<file path="config.mk">
export PLATFORM = sky130hd
export DESIGN_NAME = track_key_scheduler_flat
export DESIGN_NICKNAME = d
export VERILOG_FILES = /design/src/rtl/game_pkg.sv /design/src/rtl/track_key_scheduler_if.sv /design/src/rtl/key_evt_fifo.sv /design/src/rtl/track_key_scheduler.sv /design/src/flat_wrapper.sv
export SDC_FILE = /design/constraint.sdc
export NUM_CORES = 1
export LEC_CHECK = 0
export CORE_MARGIN = 2
export CORE_UTILIZATION = 38
export CTS_CLUSTER_SIZE = 40
export DETAILED_ROUTE_END_ITERATION = 6
export SLEW_MARGIN = 5
export SYNTH_ARGS = -nofsm -noshare
export SYNTH_HDL_FRONTEND = slang
export SYNTH_SLANG_ARGS = --single-unit
</file>
<file path="constraint.sdc">
create_clock -name clk_in -period 3.45 [get_ports clk_in]
set_input_delay 0.69 -clock clk_in [delete_from_list [all_inputs] [get_ports clk_in]]
set_output_delay 0.69 -clock clk_in [all_outputs]
set_load 0.03 [all_outputs]
</file>
<file path="src/rtl/game_pkg.sv">
// Shared constants, event record and drain-FSM encoding for the 6-track lane event scheduler.
package game_pkg;
  localparam int NUM_LANES = 6;
  localparam int LANE_W    = 3;
  localparam int CODE_W    = 4;
  localparam int TIME_W    = 16;

  // Decoder lane codes run LANE_CODE_MIN..NUM_LANES; 0 means no key.
  localparam logic [CODE_W-1:0] LANE_CODE_MIN = 4'd1;

  typedef struct packed {
    logic              press;
    logic [LANE_W-1:0] lane;
  } evt_t;

  typedef enum logic {
    IDLE  = 1'b0,
    DRAIN = 1'b1
  } sched_state_t;
endpackage

</file>
<file path="src/rtl/track_key_scheduler_if.sv">
// Event hand-off bus between the lane scheduler (master) and the judge logic (slave).
interface track_key_scheduler_if;
  import game_pkg::*;

  logic              evt_valid;
  logic              evt_ready;
  logic              evt_press;
  logic [LANE_W-1:0] evt_lane;
  logic [TIME_W-1:0] evt_time;

  modport master (output evt_valid, evt_press, evt_lane, evt_time, input evt_ready);
  modport slave  (input evt_valid, evt_press, evt_lane, evt_time, output evt_ready);
endinterface

</file>
<file path="src/rtl/key_evt_fifo.sv">
// First-word-fall-through event FIFO; a push while full succeeds only if a pop happens in the same cycle.
module key_evt_fifo #(
  parameter int DEPTH = 8,
  parameter int WIDTH = 4
) (
  input  logic                   clk_in,
  input  logic                   key_reset,
  input  logic                   push,
  input  logic [WIDTH-1:0]       push_data,
  input  logic                   pop,
  output logic [WIDTH-1:0]       head,
  output logic                   full,
  output logic                   empty,
  output logic [$clog2(DEPTH):0] count
);
  localparam int AW = $clog2(DEPTH);

  logic [WIDTH-1:0] mem [DEPTH];
  logic [AW-1:0]    wr_ptr;
  logic [AW-1:0]    rd_ptr;
  logic             do_push;
  logic             do_pop;

  assign full    = (count == (AW+1)'(DEPTH));
  assign empty   = (count == '0);
  assign do_pop  = pop && !empty;
  assign do_push = push && (!full || do_pop);
  assign head    = mem[rd_ptr];

  always_ff @(posedge clk_in) begin
    if (do_push) mem[wr_ptr] <= push_data;
  end

  // Pointers are exactly log2(DEPTH) wide, so they wrap without compare logic.
  always_ff @(posedge clk_in or negedge key_reset) begin
    if (!key_reset) begin
      wr_ptr <= '0;
      rd_ptr <= '0;
      count  <= '0;
    end else begin
      if (do_push) wr_ptr <= wr_ptr + AW'(1);
      if (do_pop)  rd_ptr <= rd_ptr + AW'(1);
      count <= count + (AW+1)'(do_push) - (AW+1)'(do_pop);
    end
  end
endmodule

</file>
<file path="src/rtl/track_key_scheduler.sv">
// Turns decoder key codes into ordered lane press/release events with per-lane hold tracking.
// Optional feature: define TIMESTAMP_EN to stamp each event with a CLK_PER_TICK-cycle tick count.
module track_key_scheduler #(
  parameter int NUM_LANES    = game_pkg::NUM_LANES,
  parameter int FIFO_DEPTH   = 8,
  parameter int CLK_PER_TICK = 100000
) (
  input  logic                        clk_in,
  input  logic                        key_reset,
  input  logic                        key_state,
  input  logic [game_pkg::CODE_W-1:0] key_ascii,
  track_key_scheduler_if.master       evt,
  output logic [NUM_LANES-1:0]        lane_held,
  output logic                        ovf,
  input  logic                        ovf_clr
);
  import game_pkg::*;

  if (FIFO_DEPTH < 2 || (FIFO_DEPTH & (FIFO_DEPTH - 1)) != 0 || CLK_PER_TICK < 1 ||
      NUM_LANES < 1 || NUM_LANES > 7) begin : g_bad_cfg
    $error("track_key_scheduler: invalid NUM_LANES, FIFO_DEPTH or CLK_PER_TICK");
  end

  logic                        prev_state;
  logic [CODE_W-1:0]           prev_ascii;
  sched_state_t                state;
  logic [NUM_LANES-1:0]        rel_pend;
  logic [NUM_LANES-1:0]        rel_pend_nxt;
  logic                        code_ok, press_det, rel_det, drain_go;
  logic                        push, pop, overflow;
  logic [LANE_W-1:0]           press_lane, drain_lane;
  logic [NUM_LANES-1:0]        held_set, drain_bit;
  evt_t                        push_evt, head_evt;
  logic                        fifo_full, fifo_empty;
  logic [$clog2(FIFO_DEPTH):0] fifo_count;

  function automatic logic [LANE_W-1:0] lowest_idx(input logic [NUM_LANES-1:0] m);
    lowest_idx = '0;
    for (int i = NUM_LANES - 1; i >= 0; i--) if (m[i]) lowest_idx = LANE_W'(i);
  endfunction

  always_comb begin
    code_ok    = (key_ascii >= LANE_CODE_MIN) && (key_ascii <= CODE_W'(NUM_LANES));
    press_lane = LANE_W'(key_ascii - LANE_CODE_MIN);
    press_det  = key_state && code_ok && (!prev_state || key_ascii != prev_ascii) &&
                 !lane_held[press_lane];
    rel_det    = prev_state && !key_state;
    // A press owns the FIFO write port this cycle; the drain simply waits.
    drain_go   = (state == DRAIN) && !press_det && (rel_pend != '0);
    drain_lane = lowest_idx(rel_pend);
    drain_bit  = drain_go ? (NUM_LANES'(1) << drain_lane) : '0;
    held_set   = press_det ? (NUM_LANES'(1) << press_lane) : '0;
    rel_pend_nxt   = (rel_pend | (rel_det ? lane_held : '0)) & ~drain_bit;
    push           = press_det || drain_go;
    push_evt.press = press_det;
    push_evt.lane  = press_det ? press_lane : drain_lane;
    pop            = evt.evt_ready && (fifo_count != '0);
    overflow       = push && fifo_full && !pop;
  end

  // Break codes carry no lane, so a release retires every lane held at that moment.
  always_ff @(posedge clk_in or negedge key_reset) begin
    if (!key_reset) begin
      prev_state <= 1'b0;
      prev_ascii <= '0;
      state      <= IDLE;
      rel_pend   <= '0;
      lane_held  <= '0;
      ovf        <= 1'b0;
    end else begin
      prev_state <= key_state;
      prev_ascii <= key_ascii;
      lane_held  <= (lane_held | held_set) & ~drain_bit;
      if (overflow)     ovf <= 1'b1;
      else if (ovf_clr) ovf <= 1'b0;
      case (state)
        IDLE: begin
          if (rel_det && lane_held != '0) begin
            rel_pend <= lane_held;
            state    <= DRAIN;
          end
        end
        DRAIN: begin
          rel_pend <= rel_pend_nxt;
          if (rel_pend_nxt == '0) state <= IDLE;
        end
        default: state <= IDLE;
      endcase
    end
  end

`ifdef TIMESTAMP_EN
  localparam int PRE_W  = (CLK_PER_TICK > 1) ? $clog2(CLK_PER_TICK) : 1;
  localparam int FIFO_W = TIME_W + $bits(evt_t);

  logic [PRE_W-1:0]  prescale;
  logic [TIME_W-1:0] tick, head_time;
  logic [FIFO_W-1:0] fifo_wdata, fifo_rdata;

  always_ff @(posedge clk_in or negedge key_reset) begin
    if (!key_reset) begin
      prescale <= '0;
      tick     <= '0;
    end else if (prescale == PRE_W'(CLK_PER_TICK - 1)) begin
      prescale <= '0;
      tick     <= tick + TIME_W'(1);
    end else begin
      prescale <= prescale + PRE_W'(1);
    end
  end

  assign fifo_wdata            = {tick, push_evt};
  assign {head_time, head_evt} = fifo_rdata;
`else
  localparam int FIFO_W = $bits(evt_t);

  logic [TIME_W-1:0] head_time;
  logic [FIFO_W-1:0] fifo_wdata, fifo_rdata;

  assign fifo_wdata = push_evt;
  assign head_evt   = fifo_rdata;
  assign head_time  = '0;
`endif

  key_evt_fifo #(
    .DEPTH (FIFO_DEPTH),
    .WIDTH (FIFO_W)
  ) u_fifo (
    .clk_in    (clk_in),
    .key_reset (key_reset),
    .push      (push),
    .push_data (fifo_wdata),
    .pop       (pop),
    .head      (fifo_rdata),
    .full      (fifo_full),
    .empty     (fifo_empty),
    .count     (fifo_count)
  );

  // Head fields are masked while empty so the bus reads all-zero after reset.
  assign evt.evt_valid = !fifo_empty;
  assign evt.evt_press = !fifo_empty && head_evt.press;
  assign evt.evt_lane  = fifo_empty ? '0 : head_evt.lane;
  assign evt.evt_time  = fifo_empty ? '0 : head_time;
endmodule

</file>
<file path="src/flat_wrapper.sv">
// flat-port wrapper written by rule: the top's interface ports become plain ports
module track_key_scheduler_flat import game_pkg::*;
#(
  parameter int NUM_LANES    = game_pkg::NUM_LANES,
  parameter int FIFO_DEPTH   = 8,
  parameter int CLK_PER_TICK = 100000
)
  (clk_in, key_reset, key_state, key_ascii, lane_held, ovf, ovf_clr, evt_evt_valid, evt_evt_press, evt_evt_lane, evt_evt_time, evt_evt_ready);
  track_key_scheduler_if evt_i ();
  input  logic clk_in;
  input  logic key_reset;
  input  logic key_state;
  input  logic [game_pkg::CODE_W-1:0] key_ascii;
  output logic [NUM_LANES-1:0] lane_held;
  output logic ovf;
  input  logic ovf_clr;
  output wire logic [$bits(evt_i.evt_valid)-1:0] evt_evt_valid;
  output wire logic [$bits(evt_i.evt_press)-1:0] evt_evt_press;
  output wire logic [$bits(evt_i.evt_lane)-1:0] evt_evt_lane;
  output wire logic [$bits(evt_i.evt_time)-1:0] evt_evt_time;
  input wire logic [$bits(evt_i.evt_ready)-1:0] evt_evt_ready;
  assign evt_evt_valid = evt_i.evt_valid;
  assign evt_evt_press = evt_i.evt_press;
  assign evt_evt_lane = evt_i.evt_lane;
  assign evt_evt_time = evt_i.evt_time;
  assign evt_i.evt_ready = evt_evt_ready;
  track_key_scheduler #(.NUM_LANES(NUM_LANES), .FIFO_DEPTH(FIFO_DEPTH), .CLK_PER_TICK(CLK_PER_TICK)) u_core (.clk_in(clk_in), .key_reset(key_reset), .key_state(key_state), .key_ascii(key_ascii), .evt(evt_i), .lane_held(lane_held), .ovf(ovf), .ovf_clr(ovf_clr));
endmodule
</file>
* Word-level counts from Yosys, hierarchy flattened
Memory sizes are Yosys's and may differ from the RTL's.
Index checks and enable logic that the tools add are counted.
** Cells by class
- Muxes and demuxes :: 22
- $lt $le $gt $ge :: 3
- Shift operators :: 2
- $add $sub $neg :: 5
- Equality and inequality tests :: 3
- Reductions and logical operators :: 30
- Bitwise operators :: 6
** Operators by type and width (count)
- 3-bit two-way mux :: 8
- 6-bit two-way mux :: 4
- 1-bit logical AND :: 14
- 6-bit bitwise AND :: 2
- 6-bit OR :: 2
- 6-bit case mux with 2 select lines :: 1
- 6-bit nonzero test :: 2
- 1-bit by 3-bit left shift with 6-bit output, first input constant :: 2
- 1-bit zero test :: 7
- 1-bit two-way mux :: 7
- 3-bit by 1-bit adder with 3-bit output, second input constant :: 2
- 6-bit zero test :: 1
- 6-bit NOT :: 1
- 4-bit by 1-bit adder with 4-bit output :: 1
- 4-bit == test, second input constant :: 1
- 4-bit by 1-bit greater-or-equal comparator with 1-bit output, second input constant :: 1
- 4-bit by 3-bit <= comparator with 1-bit output, second input constant :: 1
- 4-bit zero test :: 1
- 3-bit by 4-bit < comparator with 1-bit output, second input constant :: 1
- 4-bit != test :: 1
- 4-bit nonzero test :: 1
- 4-bit by 1-bit subtractor with 4-bit output :: 1
- 1-bit binary-select mux with 3-bit select :: 1
- 1-bit logical OR :: 3
- 5 further kinds :: 5
** Storage, ports and cells
- Input port bits :: 9
- Logic and storage cells :: 81
- Memories kept :: 1
- Bits in registers :: 29
- Output and inout bits :: 28
- RAM bits :: 32
** Memories
- u_core.u_fifo.mem :: words 8, width 4, rd ports 1, clocked after memory_dff 0, write ports 1, line key_evt_fifo.sv:18 : logic [WIDTH-1:0] mem [DEPTH];

* Logic depth before layout (Yosys ltp)
- Depth after elaboration :: 14
- Gate-level depth with buffers :: 13

* Cells and area by module
A second synthesis with hierarchy kept.
** Unflattened totals
- Cell total of the unflattened synthesis :: 260
- Area, all modules :: 3238.1 sq um
** By module, submodules not included
- key_evt_fifo :: sequential area each 1211.2 sq um, times used 1, area an instance 1853.0 sq um, cells each 106
- track_key_scheduler :: sequential area each 475.5 sq um, times used 1, area an instance 1385.1 sq um, cells each 154

* Least setup slack after synthesis
Ideal clock, no wire load.
- Kind :: input-to-reg
- From :: input port key_ascii[1] (netlist name)
- To :: register u_core.u_fifo.count[2]
- Buffers on the path :: 1
- Arrival :: 2999 ps
- Data required time :: 3327 ps
- Stages :: 10
- Slack :: 329 ps
- Cells stage by stage :: inv_1 > ha_1 > mux4_2 > o2bb2ai_2 > a311oi_4 > buf_4 > o31ai_1 > ha_1 > fa_1 > xor2_1
** Between the ends
- Longest elaborated chain between the ends :: 12
- Elaborated cells between the ends (all ways) :: 19
- Classes of those cells :: add/sub: 3; order compare: 2; eq/ne: 1; mux: 2; reduce/logical: 11
** RTL lines
- from (decl) :: line flat_wrapper.sv:13 : input logic [game_pkg::CODE_W-1:0] key_ascii;
- 3-bit by 1-bit subtractor with 3-bit output (tied with other cells) :: line track_key_scheduler.sv:44 : press_lane = LANE_W'(key_ascii - LANE_CODE_MIN);
- 1-bit binary-select mux with 3-bit select / 1-bit logical AND (equally long branches) :: line track_key_scheduler.sv:46, track_key_scheduler.sv:43
- 1-bit two-way mux (implied by the code) / 1-bit logical AND (equally long branches) :: line track_key_scheduler.sv:46, track_key_scheduler.sv:45
- 1-bit zero test / 1-bit logical AND (equally long branches) :: line track_key_scheduler.sv:46, track_key_scheduler.sv:45
- 1-bit logical AND (*) :: line track_key_scheduler.sv:45 : press_det = key_state && code_ok && (!prev_state || key_ascii != prev_ascii) &&
- named net u_core.fifo_wdata[3] :: line track_key_scheduler.sv:118 : logic [FIFO_W-1:0] fifo_wdata, fifo_rdata;
- 1-bit zero test :: line track_key_scheduler.sv:49 : drain_go = (state == DRAIN) && !press_det && (rel_pend != '0);
- 1-bit logical AND (2 in a row) :: line track_key_scheduler.sv:49
- 1-bit logical OR (*) :: line track_key_scheduler.sv:54 : push = press_det || drain_go;
- 1-bit logical AND (*) :: line key_evt_fifo.sv:27 : assign do_push = push && (!full || do_pop);
- 4-bit by 1-bit adder with 4-bit output (*) :: line key_evt_fifo.sv:43 : count <= count + (AW+1)'(do_push) - (AW+1)'(do_pop);
- 4-bit by 1-bit subtractor with 4-bit output (*) :: line key_evt_fifo.sv:43
- to (signal assigned) :: line key_evt_fifo.sv:43
- to (decl) :: line key_evt_fifo.sv:14 : output logic [$clog2(DEPTH):0] count
The timed path passes the listed nets; every way through them passes the cells marked *. The select of a mux whose other input is x is not followed.
A chain may end at the register's enable or synchronous reset.

* Worst setup path after layout
- From :: register u_core.u_fifo.rd_ptr[0]
- To :: output port evt_evt_press
** Between the ends
- Longest elaborated chain between the ends :: 2
** RTL lines
- from (decl) :: line key_evt_fifo.sv:20 : logic [AW-1:0] rd_ptr;
- from (signal assigned) :: line key_evt_fifo.sv:42 : if (do_pop) rd_ptr <= rd_ptr + AW'(1);
- memory 8 x 4 bit
- 1-bit logical AND :: line track_key_scheduler.sv:142 : assign evt.evt_press = !fifo_empty && head_evt.press;
- to (decl) :: line flat_wrapper.sv:18 : output wire logic [$bits(evt_i.evt_press)-1:0] evt_evt_press;
No other way between the ends.

==> metrics.txt <==
# port buffers 20; max cap viols 0; post-detail-place hpwl 4.20 mm; final instance area 3710 sq um; largest net degree at the start of global routing 30; Std-Cell Core Area 8090 sq um; WL/cell 14.6 um; startpoint types flop; actual slew at the worst max-slew pin 0.664 ns; Synth async-reset ratio 47.5%; Die ar. 8940 sq um; post-CTS setup buffer count 0; Final Skew 0.00657 ns; pwr/cell area 935 nW/um^2; final cell count without fillers 404; Yosys top cell area share 30.9%; CTS Buffer Depth 2; Slowest-stage cell, CP dfrtp_1; total CTS buffers 9; post-route ant nets 0; crit path time final 3.16 ns; total grt overflow 0; Vias/cell 5.01; DIE WIDTH 94.5 um; crit path kind flop to primary output; worst path cell trace mux4_2, mux2i_1, nor2_1, clkdlybuf4s50_1; Worst VDD drop 0.000448 V; top cells by count, synth 32 x edfxtp_1, 29 x dfrtp_1, 19 x nor2_1; most numerous cell in the Yosys netlist edfxtp_1; dominant cell type by area after synthesis edfxtp_1; Seq cells post-synth 61; Sink Count 61; Top Ports 37; Primary FF master, synth edfxtp_1; ANT cells 0; Rows 33; first-pass iteration count of the detailed router 5; die extent in y 94.5 um; vias in the first global route 1975; Inst Count DP 388; Max FO, Critical Path 10; RSZ-0062 raised after global routing no; Vias 2026; CTS Root Cell clkbuf_8; # DRC 0; CP top delay family multiplexers; mapped cell area 3110 sq um; number of flops mapped to enable cells by yosys 32; Area after DPL 3510 sq um; f_max 0.317 GHz; status finished, final reports clean; first-pass GRT wire length 10.0 mm; WL final 5.91 mm; Clock Latency Late Sink 0.34 ns; Mapped Avg Cell Area 12.5 sq um; Tcrit/Tclk final 91.5%; Synth area leaders edfxtp_1 31%, dfrtp_1 23%, mux4_2 6.5%, ha_1 5.2%, buf_4 4.1%; worst hold path class flop to flop; Max Slew Vio Count 0; Leak 1.49 nW; slowest cell delay on critical path 0.71 ns; initial antenna violation count 0; max_slew headroom 54.4%; area grow syn2layout 19.2%; Reg clk slew, reported paths 0.07 ns; Synth warnings 0; CTS H-tree depth 3; gr usage total 15.0%; Nets 317; FF-to-FF setup slack 0.86 ns; Initial DRC Count 132; final hold vios 0; WP data required 2.76 ns; CP Capture Type primary output; post-cts gate resize count 0; Hold Buf Count CTS 0; post-route setup TNS 0 ns; CTS tree built; sequential fraction of the synthesis area 54.2%; Cells after Synth 250; setup violators final 0; Yosys cell types 45; WP data arrival 2.47 ns; share of cells above drive strength 1 18.4%; Starting Density 38.5%; worst path bufs/invs 1; gpl congestion 0.901
-- logic make-up (layout without fill, tap and decap cells) --
group / Yosys count / count (layout) / synth area share, %
compound gates: 47 / 47 / 10.6
xor+xnor: 10 / 10 / 2.81
fa+ha+maj: 14 / 14 / 5.87
buf+inv: 41 / 75 / 7.23
flops: 61 / 61 / 54.2
mux: 19 / 19 / 9.92
other cells: 1 / 16 / 0.120
simple gates: 57 / 57 / 9.32
-- registers in the layout, summed over array words and instances (netlist names) --
signal,cells
u_core.u_fifo.mem,32
u_core.lane_held,6
u_core.rel_pend,6
u_core.prev_ascii,4
u_core.u_fifo.count,4
u_core.u_fifo.rd_ptr,3
u_core.u_fifo.wr_ptr,3
u_core.ovf,1
u_core.prev_state,1
u_core.state,1
-- through the flow --
step           util [%]  hold WS (ns)  total power, mW  setup WS [ns]
4_1_cts            45.9         0.526             3.51          0.230
6_report           45.9         0.522             3.47          0.292
3_3_place_gp       43.4         0.505             2.85         0.0138
3_5_place_dp       43.4         0.510             2.86        -0.0318
2_1_floorplan         -         0.394             2.36          0.329
5_1_grt            45.9         0.562             3.72          0.146
-- cell usage in the layout (no fill, tap or decap), types with 6 or more instances in the layout --
| cell type | synthesis | routed |
|---|---|---|
| clkdlybuf4s50_1 | 0 | 20 |
| inv_1 | 15 | 15 |
| clkbuf_8 | 0 | 9 |
| a31oi_1 | 7 | 7 |
| a21oi_1 | 11 | 11 |
| buf_4 | 17 | 24 |
| nor2_1 | 19 | 19 |
| conb_1 | 1 | 16 |
| nor3_1 | 6 | 6 |
| edfxtp_1 | 32 | 32 |
| nand3_1 | 6 | 6 |
| ha_1 | 13 | 13 |
| mux4_2 | 9 | 9 |
| o21ai_0 | 11 | 11 |
| mux2i_1 | 8 | 8 |
| dfrtp_1 | 29 | 29 |
| nand2_1 | 8 | 8 |
-- worst register-to-register path: cells and delay by family (launching register included) --
kind | cells | cell delay (ns)
AOI/OAI and AO/OA | 2 | 0.51
buffers and inverters | 1 | 0.22
DFF | 1 | 0.48
muxes | 2 | 1.09
-- final timing paths --
| path | startpoint | to | cells past startpoint |
|---|---|---|---|
| min in group asynchronous | key_reset | u_core.rel_pend[4]$_DFFE_PN0P_ | 2 |
| max | u_core.u_fifo.rd_ptr[0]$_DFFE_PN0P_ | evt_evt_press | 4 |
| max in group asynchronous | key_reset | u_core.lane_held[5]$_DFF_PN0_ | 2 |
| min reg2reg | u_core.u_fifo.count[0]$_DFF_PN0_ | u_core.u_fifo.count[0]$_DFF_PN0_ | 1 |
| max reg2reg | u_core.lane_held[3]$_DFF_PN0_ | u_core.u_fifo.mem[6][1]$_DFFE_PP_ | 5 |
| min | u_core.u_fifo.count[0]$_DFF_PN0_ | u_core.u_fifo.count[0]$_DFF_PN0_ | 1 |
-- layer usage --
layer,vias to the layer above,routed length [um],track usage [%]
met1,972,2810,21.0
met5,-,0,0
li1,983,-,-
met4,0,114,7.49
met2,61,2650,22.2
met3,10,330,2.95
-- report_power, final --
| group | total (mW) | internal, mW | switching [mW] |
|---|---|---|---|
| sequential | 1.34 | 1.07 | 0.266 |
| clock | 0.630 | 0.336 | 0.294 |
| combinational | 1.50 | 0.695 | 0.804 |
-- area by class of cell --
cell class | instances | area [sq um]
Clock inverter | 7 | 73.8
Clock buffer | 9 | 124
Inverter | 15 | 56.3
Tap cell | 105 | 131
Timing Repair Buffer | 44 | 380
Fill cell | 747 | 4380
Multi-Input combinational cell | 163 | 1260
Sequential cell | 61 | 1690
Power figures use the tool's default switching activity.
==> RTL change 1, RTL diff (config.mk and constraints unchanged) <==
Register the output `ovf` once more, with the module's reset; this adds one clock of latency there. The other outputs are not delayed to match.
--- a/src/rtl/track_key_scheduler.sv
+++ b/src/rtl/track_key_scheduler.sv
@@ -16,4 +16,6 @@
 );
   import game_pkg::*;
+
+  logic ovf_s0;
 
   if (FIFO_DEPTH < 2 || (FIFO_DEPTH & (FIFO_DEPTH - 1)) != 0 || CLK_PER_TICK < 1 ||
@@ -67,11 +69,11 @@
       rel_pend   <= '0;
       lane_held  <= '0;
-      ovf        <= 1'b0;
+      ovf_s0     <= 1'b0;
     end else begin
       prev_state <= key_state;
       prev_ascii <= key_ascii;
       lane_held  <= (lane_held | held_set) & ~drain_bit;
-      if (overflow)     ovf <= 1'b1;
-      else if (ovf_clr) ovf <= 1'b0;
+      if (overflow)     ovf_s0 <= 1'b1;
+      else if (ovf_clr) ovf_s0 <= 1'b0;
       case (state)
         IDLE: begin
@@ -143,4 +145,12 @@
   assign evt.evt_lane  = fifo_empty ? '0 : head_evt.lane;
   assign evt.evt_time  = fifo_empty ? '0 : head_time;
+  always_ff @(posedge clk_in or negedge key_reset) begin
+    if (!key_reset) begin
+      ovf <= '0;
+    end else begin
+      ovf <= ovf_s0;
+    end
+  end
+
 endmodule
 
Check against the original RTL: no difference found for any inputs over 4 cycles, from zero or initial values and one cycle with key_reset low; that may be too few to reach the edited logic, so the function may still have changed.
==> RTL change 1 against the original RTL <==
- power up 0.79%
- wire length is 6.6% higher
- synthesized area increased by 0.80%
- final area hardly changed
- combinational power increased by 3%
- worst setup slack worse by 0.0024 ns
- hold slack lost 0.14 ns
- sequential cell count is 1 higher
- critical path type is now in -> reg
- critical endpoint is now u_core.u_fifo.mem[4][0]$_DFFE_PP_
- largest cell class unchanged
==> RTL change 1: results (changes against the original RTL) <==
Post-CTS Resized=0 (unchanged); Place WS=-0.08881 ns (-0.05698 ns); share of the yosys chip area belonging to registers=0.5452 (+0.003654); run status=complete, no violations; FFs w/ async S/R, synth=0.4839 (+0.008461); CP max stage cell=clkdlybuf4s50_1; antenna cells=0 (unchanged); gr usage total=0.1588 (+0.009210); Iter 0 DRT Violations=107 (-19%); largest net degree at the start of global routing=31 (+3.3%); count of cell types in the netlist=45 (unchanged); post-route insts no fill=403 (-0.25%); root buf cell=clkbuf_8; Pleak=0.001492 uW (-0.17%); Setup Fix Bufs, Post-CTS=0 (unchanged); total placed cells including tap cells=388 (unchanged); Post-synth top cells=edfxtp_1, dfrtp_1, nor2_1, buf_4, inv_1; HPWL Detailed=4444 um (+5.9%); fraction of layout cells with a size suffix above 1=0.1711 (-0.01281); CP delay by family, top=buffers and inverters; first-pass GRT wire length=10720 um (+6.8%); most common flop cell mapped by yosys=edfxtp_1; CP arrival=3.22 ns (+0.75 ns); slowest stage delay, CP=0.50 ns (-0.21 ns); largest registers=u_core.u_fifo.mem x32, u_core.lane_held x6, u_core.rel_pend x6; Final nets=317 (unchanged); CP max FO=9 (-1); antenna violations before repair=0 (unchanged); later-pin clock latency in the skew report=0.34 ns (about the same); Synth area leaders=edfxtp_1, dfrtp_1, mux4_2; Worst Hold Class=reg -> reg; peak supply drop=0.4733 mV (+5.5%); Worst Max-Slew Pin Slew=0.5892 ns (-0.07505 ns); Ys Warns=0 (unchanged); TritonCTS Buffers=9 (unchanged); EDFF count, synth=32 (unchanged); 1st-pass router iterations=5 (unchanged); DR vias/cell=5.161 (+2.9%); vias in the first global route=2135 (+8.1%); wire per inst=15.65 um (+6.9%); final worst clock skew=0.008224 ns (+0.001650 ns); Longest Clk Path Bufs=2 (unchanged); I/O Buffers=20 (unchanged); clock-pin transition on the worst setup and hold timing paths=0.06 ns; Avg Inst Size Synth=12.51 um^2 (+0.40%); placer congestion estimate=0.8854 (-1.7%); H-tree depth=3 (unchanged)
[RTL change 1: changes by cell type after synthesis]
cell     unedited run  this run
dfrtp_1            29        30
[RTL change 1: area by class of cell]
cell class,instances,area [um^2]
repair buffers,43,372.9
clock buffers,10,127.6
inverters,15,56.30
clock inverters,5,51.30
flip-flops and latches,62,1712
well taps,105,131.4
fillers,760,4383
multi-input cells,163,1259
[RTL change 1: per-layer routing]
metal / share of wire / wire length [um] / global-route usage / vias to the layer above
met5: 0 / 0 / 0 / -
met4: 0.027 / 173 / 0.08937 / 0
met3: 0.047 / 294 / 0.03272 / 17
met2: 0.48 / 3023 / 0.2447 / 77
met1: 0.45 / 2813 / 0.2090 / 1007
li1: - / - / - / 979
[RTL change 1: worst register-to-register path: stages, from the launching register on]
cell and delay, ns:
dfrtp_1 0.45, mux4_2 0.50, o2bb2ai_2 0.15, a311oi_4 0.36
buf_4 0.23, o21ai_4 0.10, nor4b_1 0.29, buf_4 0.20
[RTL change 1: kinds of logic after synthesis]
family | Yosys count | share of synthesized area
flops | 62 | 0.5452
simple gates | 57 | 0.09247
compound gates | 47 | 0.1048
buf+inv | 41 | 0.07174
mux | 19 | 0.09844
fa+ha+maj | 14 | 0.05819
xor+xnor | 10 | 0.02790
other cells | 1 | 0.001195
[RTL change 1: worst paths after layout]
kind,from,to,slack [ns],cells after the start
max,key_ascii[0],u_core.u_fifo.mem[4][0]$_DFFE_PP_,0.29,10
min,u_core.ovf_s0$_DFFE_PN0P_,u_core.ovf$_DFF_PN0_,0.38,0
max reg2reg,u_core.lane_held[0]$_DFF_PN0_,u_core.u_fifo.mem[4][0]$_DFFE_PP_,0.88,7
min reg2reg,u_core.ovf_s0$_DFFE_PN0P_,u_core.ovf$_DFF_PN0_,0.38,0
max in group asynchronous,key_reset,u_core.u_fifo.rd_ptr[1]$_DFFE_PN0P_,2.40,2
min in group asynchronous,key_reset,u_core.lane_held[1]$_DFF_PN0_,0.74,2
[RTL change 1: report_power, final]
group | internal [uW] | switching (uW)
Clock | 324 | 276
Sequential | 1090 | 271
Combinational | 715 | 823
[RTL change 1: metrics by stage]
step	utilization	total power (uW)	hold slack, ns	instance area, um^2
after floorplan	-	2375	0.3537	3196
after detailed placement	0.4363	2917	0.3681	3531
after global placement	0.4363	2888	0.3649	3531
after CTS	0.4584	3524	0.3842	3710
after global routing	0.4584	3740	0.4021	3710
final	0.4584	3498	0.3778	3710
==> RTL change 2, RTL diff (same settings) <==
Made on the original files. Build with the macro `TIMESTAMP_EN` defined.
--- a/src/rtl/track_key_scheduler.sv
+++ b/src/rtl/track_key_scheduler.sv
@@ -1,4 +1,6 @@
 // Turns decoder key codes into ordered lane press/release events with per-lane hold tracking.
 // Optional feature: define TIMESTAMP_EN to stamp each event with a CLK_PER_TICK-cycle tick count.
+`define TIMESTAMP_EN
+
 module track_key_scheduler #(
   parameter int NUM_LANES    = game_pkg::NUM_LANES,
Check against the original RTL: no difference found for any inputs over 4 cycles, from zero or initial values and one cycle with key_reset low; that may be too few to reach the edited logic, so the function may still have changed.
==> RTL change 2 against the original RTL <==
- maximum frequency decreased by 3.5%
- highest routed layer unchanged
- synthesized area increased to 3.0 times the old value
- wire length increased to 3.1 times the old value
- sequential share of layout area increased by 11 points
- final area increased to 3.0 times the old value
- final cell count increased by 140%
- hold slack got worse by 0.29 ns
- critical endpoint is now u_core.u_fifo.count[2]$_DFF_PN0_
- sequential cell count increased by 161
- power increased to 2.9 times the old value
- core utilization increased by 0.57 points
- worst setup slack got worse by 0.12 ns
==> RTL change 2: results (changes against the original RTL) <==
run status=complete, no violations; peak supply drop=0.3652 mV (-19%); DR vias/cell=5.098 (+1.7%); compound-gate portion of the synthesized area=0.03655 (-0.06911); Avg Inst Size Synth=16.36 um^2 (+31%); via count of the routed design=5022 (+150%); I/O Buffers=36 (+80%); xor/xnor cell area share of the yosys netlist=0.04006 (+0.01194); fraction of layout cells with a size suffix above 1=0.2315 (+0.04752); later-pin clock latency in the skew report=0.52 ns (+0.18 ns); root buf cell=clkbuf_16; FFs w/ async S/R, synth=0.2793 (-0.1961); hold slack=0.2281 ns (-0.2940 ns); CP arrival=3.67 ns (+1.20 ns); critical path class=in -> reg; Worst Hold Class=in -> async; Iter 0 DRT Violations=279 (+110%); final worst clock skew=0.01628 ns (+0.009703 ns); TritonCTS Buffers=24 (+15); Synth area leaders=edfxtp_1, dfrtp_1, mux4_2; Setup crit start=key_ascii[1]; HPWL Detailed=11280 um (+170%); H-tree depth=1 (-2); R2R setup slack=0.74 ns (-0.12 ns); Adder-Cell Fraction of Synth Area=0.02239 (-0.03627); Worst Max-Slew Pin Slew=0.7123 ns (+0.04805 ns); gr usage total=0.1432 (-0.006369); Pleak=0.004279 uW (+190%); share of the yosys chip area belonging to registers=0.6852 (+0.1436); CP delay by family, top=adder cells
RTL change 2: cell types whose count changed in the layout (fill, tap and decap cells not counted), sizes merged, moves of 10 or more:
cell and change:
mux2i +16, clkbuf +23, and3 +10, buf +22, edfxtp +128, conb -16
nor2 +29, dfrtp +33, mux4 +31, xnor2 +20, nand2 +16
RTL change 2: area by class of cell:
class | count | area [um^2] | area share
multi-input cells | 303 | 2786 | 0.2482
repair buffers | 74 | 760.7 | 0.06777
clock inverters | 12 | 156.4 | 0.01393
well taps | 324 | 405.4 | 0.03612
flip-flops and latches | 222 | 6357 | 0.5664
inverters | 18 | 67.56 | 0.006019
clock buffers | 32 | 690.7 | 0.06153
RTL change 2: how the worst min path moves through the flow:
stage	startpoint	to	cells after the start
floorplan	key_reset	u_core.lane_held[0]$_DFF_PN0_	0
global placement	u_core.prescale[16]$_DFF_PN0_	u_core.prescale[16]$_DFF_PN0_	1
detailed placement	u_core.prescale[16]$_DFF_PN0_	u_core.prescale[16]$_DFF_PN0_	1
CTS	key_reset	u_core.prev_ascii[2]$_DFF_PN0_	1
global route	key_reset	u_core.prev_ascii[2]$_DFF_PN0_	1
finish	key_reset	u_core.prev_ascii[2]$_DFF_PN0_	1
RTL change 2: worst register-to-register path, delay by kind of cell, from the launching register on:
family,cells,cell delay (ns)
compound gates,1,0.28
fa+ha+maj,2,0.58
flops,1,0.48
mux,1,0.16
simple gates,2,0.88
buf+inv,1,0.06
xor+xnor,1,0.14
RTL change 2: per-layer routing:
metal	vias to the layer above	global-route usage	part of all wire
met2	118	0.2446	0.49
met5	-	0	0
li1	2309	-	-
met3	29	0.02468	0.040
met4	0	0.03767	0.020
met1	2566	0.1910	0.45
RTL change 2: kinds of logic after synthesis:
family | count (synthesis)
xor gates and xnor gates | 39
DFF | 222
adders and majority gates | 16
AOI/OAI and AO/OA | 52
muxes | 69
buffers and inverters | 42
and+or+nand+nor | 127
RTL change 2: through the flow:
step	area (um^2)	setup WS, ns
final	11220	0.1755
after global routing	11220	0.009521
after CTS	11220	0.1484
after detailed placement	10370	-0.3396
after global placement	10370	-0.2436
after floorplan	9286	-0.07664
RTL change 2: power breakdown:
part           switching (uW)  internal (uW)  total, uW
registers                 291           3470       3760
clock network            1030           1640       2670
logic                    2050           1670       3720
total                    3380           6780      10200
